## config.mk

```make
export PLATFORM = sky130hd
export DESIGN_NAME = sw_debounce
export DESIGN_NICKNAME = d
export VERILOG_FILES = /design/src/rtl/sw_debounce_pkg.sv /design/src/rtl/sw_sync.sv /design/src/rtl/sw_debounce.sv
export SDC_FILE = /design/constraint.sdc
export NUM_CORES = 1
export LEC_CHECK = 0
export BUFFER_PORTS_ARGS = -buffer_cell sky130_fd_sc_hd__buf_2
export CAP_MARGIN = 20
export CORE_UTILIZATION = 40
export DETAILED_ROUTE_END_ITERATION = 12
export PLACE_DENSITY = 0.69
export SETUP_SLACK_MARGIN = 0.15
export SLEW_MARGIN = 15
export SYNTH_ARGS = -nofsm -noshare
export SYNTH_HDL_FRONTEND = slang
export SYNTH_HIERARCHICAL = 1
export SYNTH_SLANG_ARGS = --single-unit
```

## constraint.sdc

```tcl
create_clock -name i_clk -period 5.5 [get_ports i_clk]
set_input_delay 0.55 -clock i_clk [delete_from_list [all_inputs] [get_ports i_clk]]
set_output_delay 0.55 -clock i_clk [all_outputs]
set_load 0.005 [all_outputs]
```

## src/rtl/sw_debounce_pkg.sv

```systemverilog
// Shared definitions for the switch debouncer:
// FSM state encoding and the default settle length.
package sw_debounce_pkg;

   typedef logic state_t;

   localparam state_t ST_STABLE   = 1'b0;
   localparam state_t ST_SETTLING = 1'b1;

   localparam int DEFAULT_DEBOUNCE_CYCLES = 50000;

endpackage

```

## src/rtl/sw_sync.sv

```systemverilog
// NSYNC-deep flop chain that brings a raw asynchronous
// level into the i_clk domain; clears to 0 on reset.
module sw_sync #(
   parameter int NSYNC = 2
) (
   input  logic i_clk,
   input  logic i_reset,
   input  logic i_d,
   output logic o_q
);

   logic [NSYNC-1:0] sync_q;
   logic [NSYNC-1:0] sync_d;

   always_comb begin
      sync_d = {sync_q[NSYNC-2:0], i_d};
   end

   always_ff @(posedge i_clk) begin
      if (i_reset) begin
         sync_q <= '0;
      end else begin
         sync_q <= sync_d;
      end
   end

   assign o_q = sync_q[NSYNC-1];

endmodule

```

## src/rtl/sw_debounce.sv

```systemverilog
// Switch debouncer: synchronizer, settle timer FSM,
// registered edge pulses and accepted-transition counter.
module sw_debounce
   import sw_debounce_pkg::*;
#(
   parameter int NSYNC           = 2,
   parameter int TIME_BITS       = 16,
   parameter int DEBOUNCE_CYCLES = DEFAULT_DEBOUNCE_CYCLES,
   parameter int NCOUNT          = 8
) (
   input  logic              i_clk,
   input  logic              i_reset,
   input  logic              i_sw,
   output logic              o_debounced,
   output logic              o_rise,
   output logic              o_fall,
   output logic              o_busy,
   output logic [NCOUNT-1:0] o_count
);

   localparam logic [TIME_BITS-1:0] TIMER_LOAD =
      TIME_BITS'(DEBOUNCE_CYCLES - 1);

   logic s_sw;

   state_t                state_q, state_d;
   logic [TIME_BITS-1:0]  timer_q, timer_d;
   logic                  deb_q, deb_d;
   logic                  rise_q, rise_d;
   logic                  fall_q, fall_d;
   logic                  busy_q, busy_d;
   logic [NCOUNT-1:0]     count_q, count_d;

   sw_sync #(
      .NSYNC (NSYNC)
   ) u_sync (
      .i_clk   (i_clk),
      .i_reset (i_reset),
      .i_d     (i_sw),
      .o_q     (s_sw)
   );

   always_comb begin
      state_d = state_q;
      timer_d = timer_q;
      deb_d   = deb_q;
      rise_d  = 1'b0;
      fall_d  = 1'b0;
      count_d = count_q;
      if (state_q == ST_STABLE) begin
         if (s_sw != deb_q) begin
            state_d = ST_SETTLING;
            timer_d = TIMER_LOAD;
         end
      end else begin
         // A re-match to the held level is a glitch: drop the candidate.
         if (s_sw == deb_q) begin
            state_d = ST_STABLE;
         end else if (timer_q != '0) begin
            timer_d = timer_q - 1'b1;
         end else begin
            state_d = ST_STABLE;
            deb_d   = s_sw;
            rise_d  = s_sw;
            fall_d  = ~s_sw;
            count_d = count_q + 1'b1;
         end
      end
      busy_d = (state_d == ST_SETTLING);
   end

   always_ff @(posedge i_clk) begin
      if (i_reset) begin
         state_q <= ST_STABLE;
         timer_q <= '0;
         deb_q   <= 1'b0;
         rise_q  <= 1'b0;
         fall_q  <= 1'b0;
         busy_q  <= 1'b0;
         count_q <= '0;
      end else begin
         state_q <= state_d;
         timer_q <= timer_d;
         deb_q   <= deb_d;
         rise_q  <= rise_d;
         fall_q  <= fall_d;
         busy_q  <= busy_d;
         count_q <= count_d;
      end
   end

   assign o_debounced = deb_q;
   assign o_rise      = rise_q;
   assign o_fall      = fall_q;
   assign o_busy      = busy_q;
   assign o_count     = count_q;

endmodule

```

==> impl_metrics.yaml, run 1 <==
synthesis:
  ys_types: 40
  synth_top_area_share_pct: 38.6
  synth-main-ff-cell: "dfxtp_1"
  synth.area.top_cells: "dfxtp_1 (39%), or4_1 (3.9%), a31oi_1 (3.6%)"
  ys_ff_latch: 30
  synth.most_common_cell: "dfxtp_1"
  yosys_warnings: 6
  yosysSeqAreaShare_pct: 38.6
  syn_area_mm2: 0.00156
  synth-edff-count: 0
  syn-mean-instance-area_um2: 8.64
  synthCells: 180
  ys_top_cells_by_count: "dfxtp_1 (30), a21oi_1 (11)"
  synth_fp_nets: 185
  async_reset_ff_share_pct: 0
  yosysTopAreaCell: "dfxtp_1"
setup_path:
  required_ns: 5.68
  startpoint_type: "register"
  timing.critical_path.cells: "xor2_1 -> nand3_1 -> nor4_1 -> mux2_2"
  reg2reg_from: "u_sync/sync_q[1]"
  critPathSlowestCell: "xor2_1"
  rr_worst_depth: 4
  critPathArrivalTime_ns: 2.30
  startpoint: "u_sync/sync_q[1]"
  cp_slowest_stage_delay_ns: 0.49
  critPathMaxFanout: 11
  r2r_end: "o_count[6]"
  r2r_slack_ns: 3.38
  setup.worst_path.class: "register to register"
  endpoint_kind: "register"
grt:
  met3_usage_pct: 4.82
  use_met1_pct: 23.1
  grt_util_met2_pct: 28.7
  grt_max_degree: 34
  grt_pass1_wl_um: 5820
  grt_overflow: 0
  grtUsageTotal_pct: 18.6
  busiest_layer: "met2"
  grt_pass1_vias: 1305
  antenna_found_initial: 0
clocking:
  cts_tree: "yes"
  clockRootBuffer: "clkbuf_8"
  cts.repair.resized: 0
  htreeDepth: 2
  post-cts-setup-buffers: 0
  clkSinkCount: 30
  clkTransAtPathRegs_ns: 0.06
  cts_hold_buffers: 0
  cts_max_path_buffers: 2
  cts_inserted_buffers: 5
  insertion_delay_ns: 0.29
die:
  initial_utilization_pct: 42.2
  die_h_um: 64.4
  dieArea_mm2: 0.00414
  num_io_pins: 15
  die_width_um: 64.4
  std_cell_rows: 22
  placeableCoreArea_mm2: 0.00369
cells_and_area:
  stdcell_count: 241
  drive_gt1_share_pct: 15.0
  diodes: 0
  finish.utilization_pct: 47.0
  finalNetCount: 198
  area_growth_pct: 11.5
power:
  max-vdd-ir-drop_uv: 130
  cellLeakagePower_uw: 0.000624
  power.density_mw_per_mm2: 271
route:
  avgRoutedWirePerCell_um: 14.1
  via_per_inst: 5.91
  first_pass_iters: 6
  totalWireLength_um: 3390
  ant_nets: 0
  vias: 1424
  drt-initial-drc-count: 63
  drc: 0
timing:
  report.final.slew_viol_count: 0
  fin_setup_tns_ns: 0
  period_share_pct: 38.5
  relSlewSlack_pct: 35.0
  rsz0062_at_grt: "no"
  fin_skew_ns: 0.00444
  hold_viol: 0
  fin_crit_ns: 2.12
  tightest_slew_ns: 0.968
  setup_viol: 0
  fmax_ghz: 0.472
  worst_hold_slack_ns: 0.472
placement:
  hpwl_um: 2310
  dp.cells: 234
  port-buffer-count: 14
  gp_congestion: 0.823
min_path:
  hold_depth: 2
  min_to: "u_sync/sync_q[0]"
  min_path_type: "input pin to register"
  min_from: "i_sw"
flow_run:
  cap_violations: 0
outcome:
  status: "completed"
-- per-stage QoR --
step,total power (uW),setup slack (ns),cell area (um2)
CTS,475,3.39,1730
detailed placement,309,3.38,1660
global placement,310,3.49,1660
finish,470,3.38,1730
floorplan,292,3.61,1560
global route,494,3.16,1730
-- where the power goes --
part           leakage (uW)  switching (uW)  internal [uW]
sequential         0.000244            9.02            225
clock             0.0000383            77.1           86.8
combinational      0.000342            44.1           27.4
total              0.000624             130            340
-- flip-flops by register name, summed over array words and instances, names as in the netlist --
register,cells
timer_q,16
o_count,8
u_sync/sync_q,2
o_debounced,1
o_rise,1
o_fall,1
o_busy,1
-- kinds of logic (layout without fill, tap and decap cells) --
logic type / after synthesis / in the layout / synth area share (%)
fa+ha+maj: 2 / 2 / 1.61
xor+xnor: 2 / 2 / 1.13
mux: 3 / 3 / 2.17
buf+inv: 15 / 28 / 3.94
compound gates: 47 / 47 / 19.4
simple gates: 81 / 81 / 33.1
flops: 30 / 30 / 38.6
-- area by class of cell --
type                       instances  area, um2
inverter                           5       18.8
sequential                        30        601
timing repair buffer              16       85.1
tap                               48       60.1
fill                             397       1950
clock buffer                       7       76.3
multi-input combinational        135        893
-- routing by layer --
metal	vias up	wire [um]
li1	720	-
met1	669	1620
met2	29	1570
met3	6	145
met4	0	59
met5	-	0
-- worst max path at each step --
stage | endpoint | slack, ns | cells past startpoint
4_1_cts | o_count[6] | 3.39 | 4
2_1_floorplan | timer_q[2] | 3.61 | 8
6_report | o_count[6] | 3.38 | 4
3_3_place_gp | timer_q[15] | 3.49 | 6
3_5_place_dp | o_count[6] | 3.38 | 4
5_1_grt | o_count[6] | 3.16 | 4
-- critical path: cells and delay by family (launching register included) --
kind / cells / cell delay (ns)
muxes: 1 / 0.36
DFF: 1 / 0.41
xor gates and xnor gates: 1 / 0.49
and+or+nand+nor: 2 / 0.76
-- layout by cell type, fill, tap and decap left out, types with 3 or more instances in the layout --
cell and count:
a21oi_1 11, a31oi_1 9, and3_1 3, buf_2 14
clkbuf_8 5, dfxtp_1 30, inv_1 5, mux2_2 3
nand2_1 9, nand3_1 6, nand3b_1 3, nand4_1 5
nor2_1 9, nor2b_1 6, nor3_1 4, nor4_1 5
o2111ai_1 3, o211ai_1 3, o21ai_0 9, o31ai_1 5
o41ai_1 3, or3_1 6, or4_1 8
(Power assumes the default switching activity.)
==> inputs of run 2 (changes only) <==
==> constraint.sdc (replaced) <==
create_clock -name i_clk -period 2.2 [get_ports i_clk]
set_input_delay 0.22 -clock i_clk [delete_from_list [all_inputs] [get_ports i_clk]]
set_output_delay 0.22 -clock i_clk [all_outputs]
set_load 0.005 [all_outputs]
==> run 2 against run 1 <==
Compared with the run above:
- sequential share of layout area is 2.5 points lower
- global-route usage is 0.84 points higher
- first-iteration DRC count grew 38%
- critical path depth rose by 2
- die area unchanged
- largest cell class unchanged
- cell area increased by 7.6%
- count of clock-buffer cells in the layout grew 1
- clock skew shrank 0.0023 ns
- critical endpoint is now timer_q[15]
==> impl_metrics.yaml, run 2 (synthesis gave the netlist of run 1 again) <==
outcome:
  status: "completed"
route:
  dr_wl_met3_um: 151
  ant_nets: 0
  drt-met1-wl_um: 1780
  via_per_inst: 5.82
  avgRoutedWirePerCell_um: 14.1
  totalWireLength_um: 3560
  wl_met2_um: 1540
  first_pass_iters: 4
  top_layer_used: "met4"
  drt-initial-drc-count: 87
  drc: 0
  vias: 1467
clocking:
  htreeDepth: 2
  cts_tree: "yes"
  cts_max_path_buffers: 2
  cts.repair.resized: 0
  post-cts-setup-buffers: 0
  clkTransAtPathRegs_ns: 0.06
  clkSinkCount: 30
  clockRootBuffer: "clkbuf_8"
  insertion_delay_ns: 0.29
  cts_inserted_buffers: 5
  cts_hold_buffers: 0
cells_and_area:
  final_common_cell: "dfxtp_1"
  area_growth_pct: 20.0
  layout_common_cells: "dfxtp_1 (30), buf_2 (14), buf_4 (12), a21oi_1 (11)"
  diodes: 0
  fin_area_mm2: 0.00187
  finalNetCount: 208
  largest_register_ffs: 16
  stdcell_count: 252
  drive_gt1_share_pct: 22.5
  regMostFlops: "timer_q"
power:
  clkPwrFrac_pct: 40.1
  sw_frac_of_total_pct: 26.8
  power.share.sequential_pct: 44.7
  internal_power_uw: 965
  max-vdd-ir-drop_uv: 464
  comb_power_share_pct: 15.2
  power.density_mw_per_mm2: 706
  p_switching_uw: 353
  cellLeakagePower_uw: 0.000696
timing:
  fmax_ghz: 0.525
  worst_slack_ns: 0.295
  hold_viol: 0
  period_share_pct: 86.6
  setup_viol: 0
  fin_crit_ns: 1.90
  tightest_slew_ns: 0.748
  report.final.slew_viol_count: 0
  rsz0062_at_grt: "no"
  fin_skew_ns: 0.00215
  worst_hold_slack_ns: 0.145
  fin_setup_tns_ns: 0
  relSlewSlack_pct: 49.8
setup_path:
  required_ns: 2.42
  reg2reg_from: "timer_q[0]"
  worstSetupEndpoint: "timer_q[15]"
  rr_worst_depth: 6
  critPathMaxFanout: 11
  r2r_end: "timer_q[15]"
  setup.worst_path.class: "register to register"
  endpoint_kind: "register"
  startpoint: "timer_q[0]"
  startpoint_type: "register"
  critPathArrivalTime_ns: 2.12
  r2r_slack_ns: 0.30
placement:
  hpwl_um: 2460
  placed_area_mm2: 0.00173
  gp_congestion: 0.790
  port-buffer-count: 14
  place_ws_ns: 0.211
  dp.cells: 244
die:
  die_h_um: 64.4
  placeableCoreArea_mm2: 0.00369
  num_io_pins: 15
  std_cell_rows: 22
  initial_utilization_pct: 42.2
  dieArea_mm2: 0.00414
  die_width_um: 64.4
grt:
  grt_pass1_wl_um: 6080
  grtUsageTotal_pct: 19.4
  grt_max_degree: 34
  antenna_found_initial: 0
  grt_pass1_vias: 1305
  grt_overflow: 0
min_path:
  min_path_type: "input pin to register"
flow_run:
  cap_violations: 0
## run 2: cell types whose count changed in the layout (fill, tap and decap cells not counted)
| cell | change |
|---|---|
| nand3_1 | -1 |
| nor4_4 | +1 |
| nand3_2 | +1 |
| and4_2 | +1 |
| clkbuf_8 | +3 |
| ha_2 | +1 |
| nor4_1 | -1 |
| clkbuf_1 | -2 |
| buf_4 | +10 |
| and4_1 | -1 |
| ha_1 | -1 |
## run 2: power groups by stage
stage               clock network, uW  registers, uW  logic (uW)
finish                            528            589         201
detailed placement                  0            597         193
global placement                    0            597         192
global route                      556            592         222
CTS                               541            585         194
floorplan                           0            591         140
## run 2: metrics by stage
step | util, % | total power (uW)
6_report | 50.6 | 1320
2_1_floorplan | - | 731
4_1_cts | 50.0 | 1320
3_5_place_dp | 47.0 | 790
3_3_place_gp | 47.0 | 789
5_1_grt | 50.6 | 1370
## run 2: routing by layer
metal  global-route usage [%]  vias up
li1                         -      745
met1                     25.9      675
met2                     28.2       38
met3                     4.82        9
met4                     11.1        0
met5                        0        -
## run 2: critical path: stages (launching register included)
cell and delay (ns):
dfxtp_1 0.39, inv_1 0.06, ha_2 0.25, nor4bb_1 0.15
and4_2 0.31, or4_1 0.51, a31oi_1 0.16
## run 2: worst min path at each step
stage | to | slack, ns | from | cells past startpoint
2_1_floorplan | u_sync/sync_q[0] | 0.29 | i_reset | 1
3_3_place_gp | u_sync/sync_q[0] | 0.44 | i_sw | 2
3_5_place_dp | u_sync/sync_q[0] | 0.45 | i_sw | 2
4_1_cts | u_sync/sync_q[0] | 0.15 | i_sw | 2
5_1_grt | u_sync/sync_q[0] | 0.18 | i_sw | 2
6_report | u_sync/sync_q[0] | 0.15 | i_sw | 2
## run 2: cell type report
class	instances	area, um2
Tap cell	48	60.1
Multi-Input combinational cell	135	917
Timing Repair Buffer	26	160
Fill cell	344	1820
Inverter	5	18.8
Sequential cell	30	601
Clock buffer	8	110
==> inputs of run 3 (changes only) <==
--- a/config.mk
+++ b/config.mk
@@ -7,6 +7,7 @@
 export LEC_CHECK = 0
 export BUFFER_PORTS_ARGS = -buffer_cell sky130_fd_sc_hd__buf_2
 export CAP_MARGIN = 20
+export CORE_ASPECT_RATIO = 0.5
 export CORE_UTILIZATION = 40
 export DETAILED_ROUTE_END_ITERATION = 12
 export PLACE_DENSITY = 0.69
==> run 3 against run 2 <==
Compared with the run above:
- routed wire length rose by 3.3%
- combinational power shrank 5%
- die area rose by 0.36%
- highest routed layer unchanged
- via count is 0.34% higher
- largest cell class unchanged
- sequential cell count did not move
- critical path depth increased by 1
- global-route usage is essentially flat
- register-to-register slack worse by 0.02 ns
==> impl_metrics.yaml, run 3 (synthesis gave the netlist of run 1 again) <==
cells_and_area:
  drive_gt1_share_pct: 19.8
  layout_common_cells: "dfxtp_1 (29), buf_2 (14), a21oi_1 (11), buf_4 (10)"
  fin_area_mm2: 0.00181
  diodes: 0
  finish.utilization_pct: 50.9
  final_common_cell: "dfxtp_1"
  area_growth_pct: 16.7
  regMostFlops: "timer_q"
  stdcell_count: 253
  largest_register_ffs: 16
  finalNetCount: 206
route:
  vias: 1472
  totalWireLength_um: 3680
  drc: 0
  drt-initial-drc-count: 83
  first_pass_iters: 4
  avgRoutedWirePerCell_um: 14.5
  via_per_inst: 5.82
  ant_nets: 0
clocking:
  clkTransAtPathRegs_ns: 0.07
  post-cts-setup-buffers: 0
  cts_max_path_buffers: 2
  cts.repair.resized: 0
  insertion_delay_ns: 0.28
  cts_tree: "yes"
  cts_hold_buffers: 0
  clockRootBuffer: "clkbuf_8"
  cts_inserted_buffers: 5
  clkSinkCount: 30
  htreeDepth: 2
min_path:
  min_path_type: "input pin to register"
timing:
  rsz0062_at_grt: "no"
  setup_viol: 0
  hold_viol: 0
  worst_slack_ns: 0.276
  tightest_slew_ns: 0.582
  fmax_ghz: 0.520
  fin_setup_tns_ns: 0
  fin_crit_ns: 1.92
  relSlewSlack_pct: 61.2
  fin_skew_ns: 0.00612
  period_share_pct: 87.4
  report.final.slew_viol_count: 0
placement:
  dp.cells: 245
  placed_area_mm2: 0.00172
  port-buffer-count: 14
  place_ws_ns: 0.277
  gp_congestion: 0.831
  hpwl_um: 2560
setup_path:
  crit_family: "simple AND/OR/NAND/NOR gates"
  critPathMaxFanout: 14
  cp_slowest_stage_delay_ns: 0.50
  crit_buf_inv: 2
  critPathArrivalTime_ns: 2.13
  setup.worst_path.class: "register to register"
  endpoint_kind: "register"
  startpoint_type: "register"
  required_ns: 2.41
  timing.critical_path.cells: "inv_1 -> ha_1 -> nor4bb_1 -> and4_1 -> buf_4 -> or4_1 -> a31oi_1"
  critPathSlowestCell: "or4_1"
grt:
  grt_max_degree: 34
  grtUsageTotal_pct: 19.4
  grt_overflow: 0
  antenna_found_initial: 0
  grt_pass1_vias: 1316
  grt_pass1_wl_um: 6180
power:
  power.share.sequential_pct: 47.2
  max-vdd-ir-drop_uv: 390
  p_switching_uw: 351
  clkPwrFrac_pct: 37.4
  internal_power_uw: 890
  sw_frac_of_total_pct: 28.3
  power.density_mw_per_mm2: 684
  comb_power_share_pct: 15.4
  cellLeakagePower_uw: 0.000673
die:
  placeableCoreArea_mm2: 0.00357
  initial_utilization_pct: 43.6
  std_cell_rows: 15
  die_h_um: 46.1
  num_io_pins: 15
  die_width_um: 90.2
  dieArea_mm2: 0.00416
flow_run:
  cap_violations: 0
outcome:
  status: "completed"
## run 3: cell count changes in the layout (fill, tap and decap cells not counted)
cell      previous run  this run
buf_4               12        10
clkbuf_8             8         6
and4_1               1         2
and4_2               1         0
clkbuf_1             0         1
clkinv_2             0         1
dfxtp_1             30        29
dfxtp_2              0         1
ha_1                 1         2
ha_2                 1         0
nand3_1              5         6
nand3_2              3         2
nor4_1               4         5
nor4_4               2         1
## run 3: through the flow
stage                     power [uW]  hold slack [ns]
after floorplan                  731            0.292
after global placement           779            0.428
after detailed placement         785            0.428
after CTS                       1240            0.170
after global routing            1300            0.188
final                           1240            0.168
## run 3: worst paths after layout
kind / startpoint / end / slack [ns] / cells past startpoint
max: timer_q[1] / timer_q[15] / 0.28 / 7
min: i_sw / u_sync/sync_q[0] / 0.17 / 2
max reg2reg: timer_q[1] / timer_q[15] / 0.28 / 7
min reg2reg: u_sync/sync_q[0] / u_sync/sync_q[1] / 0.44 / 1
## run 3: cell type report
type	instances	area (um2)
multi-input cells	135	893
repair buffers	24	145
inverters	5	18.8
flip-flops and latches	30	602
clock inverters	1	5.00
clock buffers	7	86.3
fillers	350	1750
well taps	51	63.8
## run 3: per-layer routing
layer	up-vias	track usage, %	routed length (um)	share of wire [%]
met5	-	0	0	0
met4	0	6.45	8	0.22
met3	2	5.78	229	6.2
met2	45	31.5	1600	44
met1	685	25.4	1840	50
li1	740	-	-	-
## run 3: power groups by stage
stage          Sequential, uW  Combinational, uW  Clock [uW]
6_report                  586                191         464
2_1_floorplan             591                140           0
4_1_cts                   585                189         469
3_3_place_gp              597                183           0
3_5_place_dp              597                188           0
5_1_grt                   590                211         500
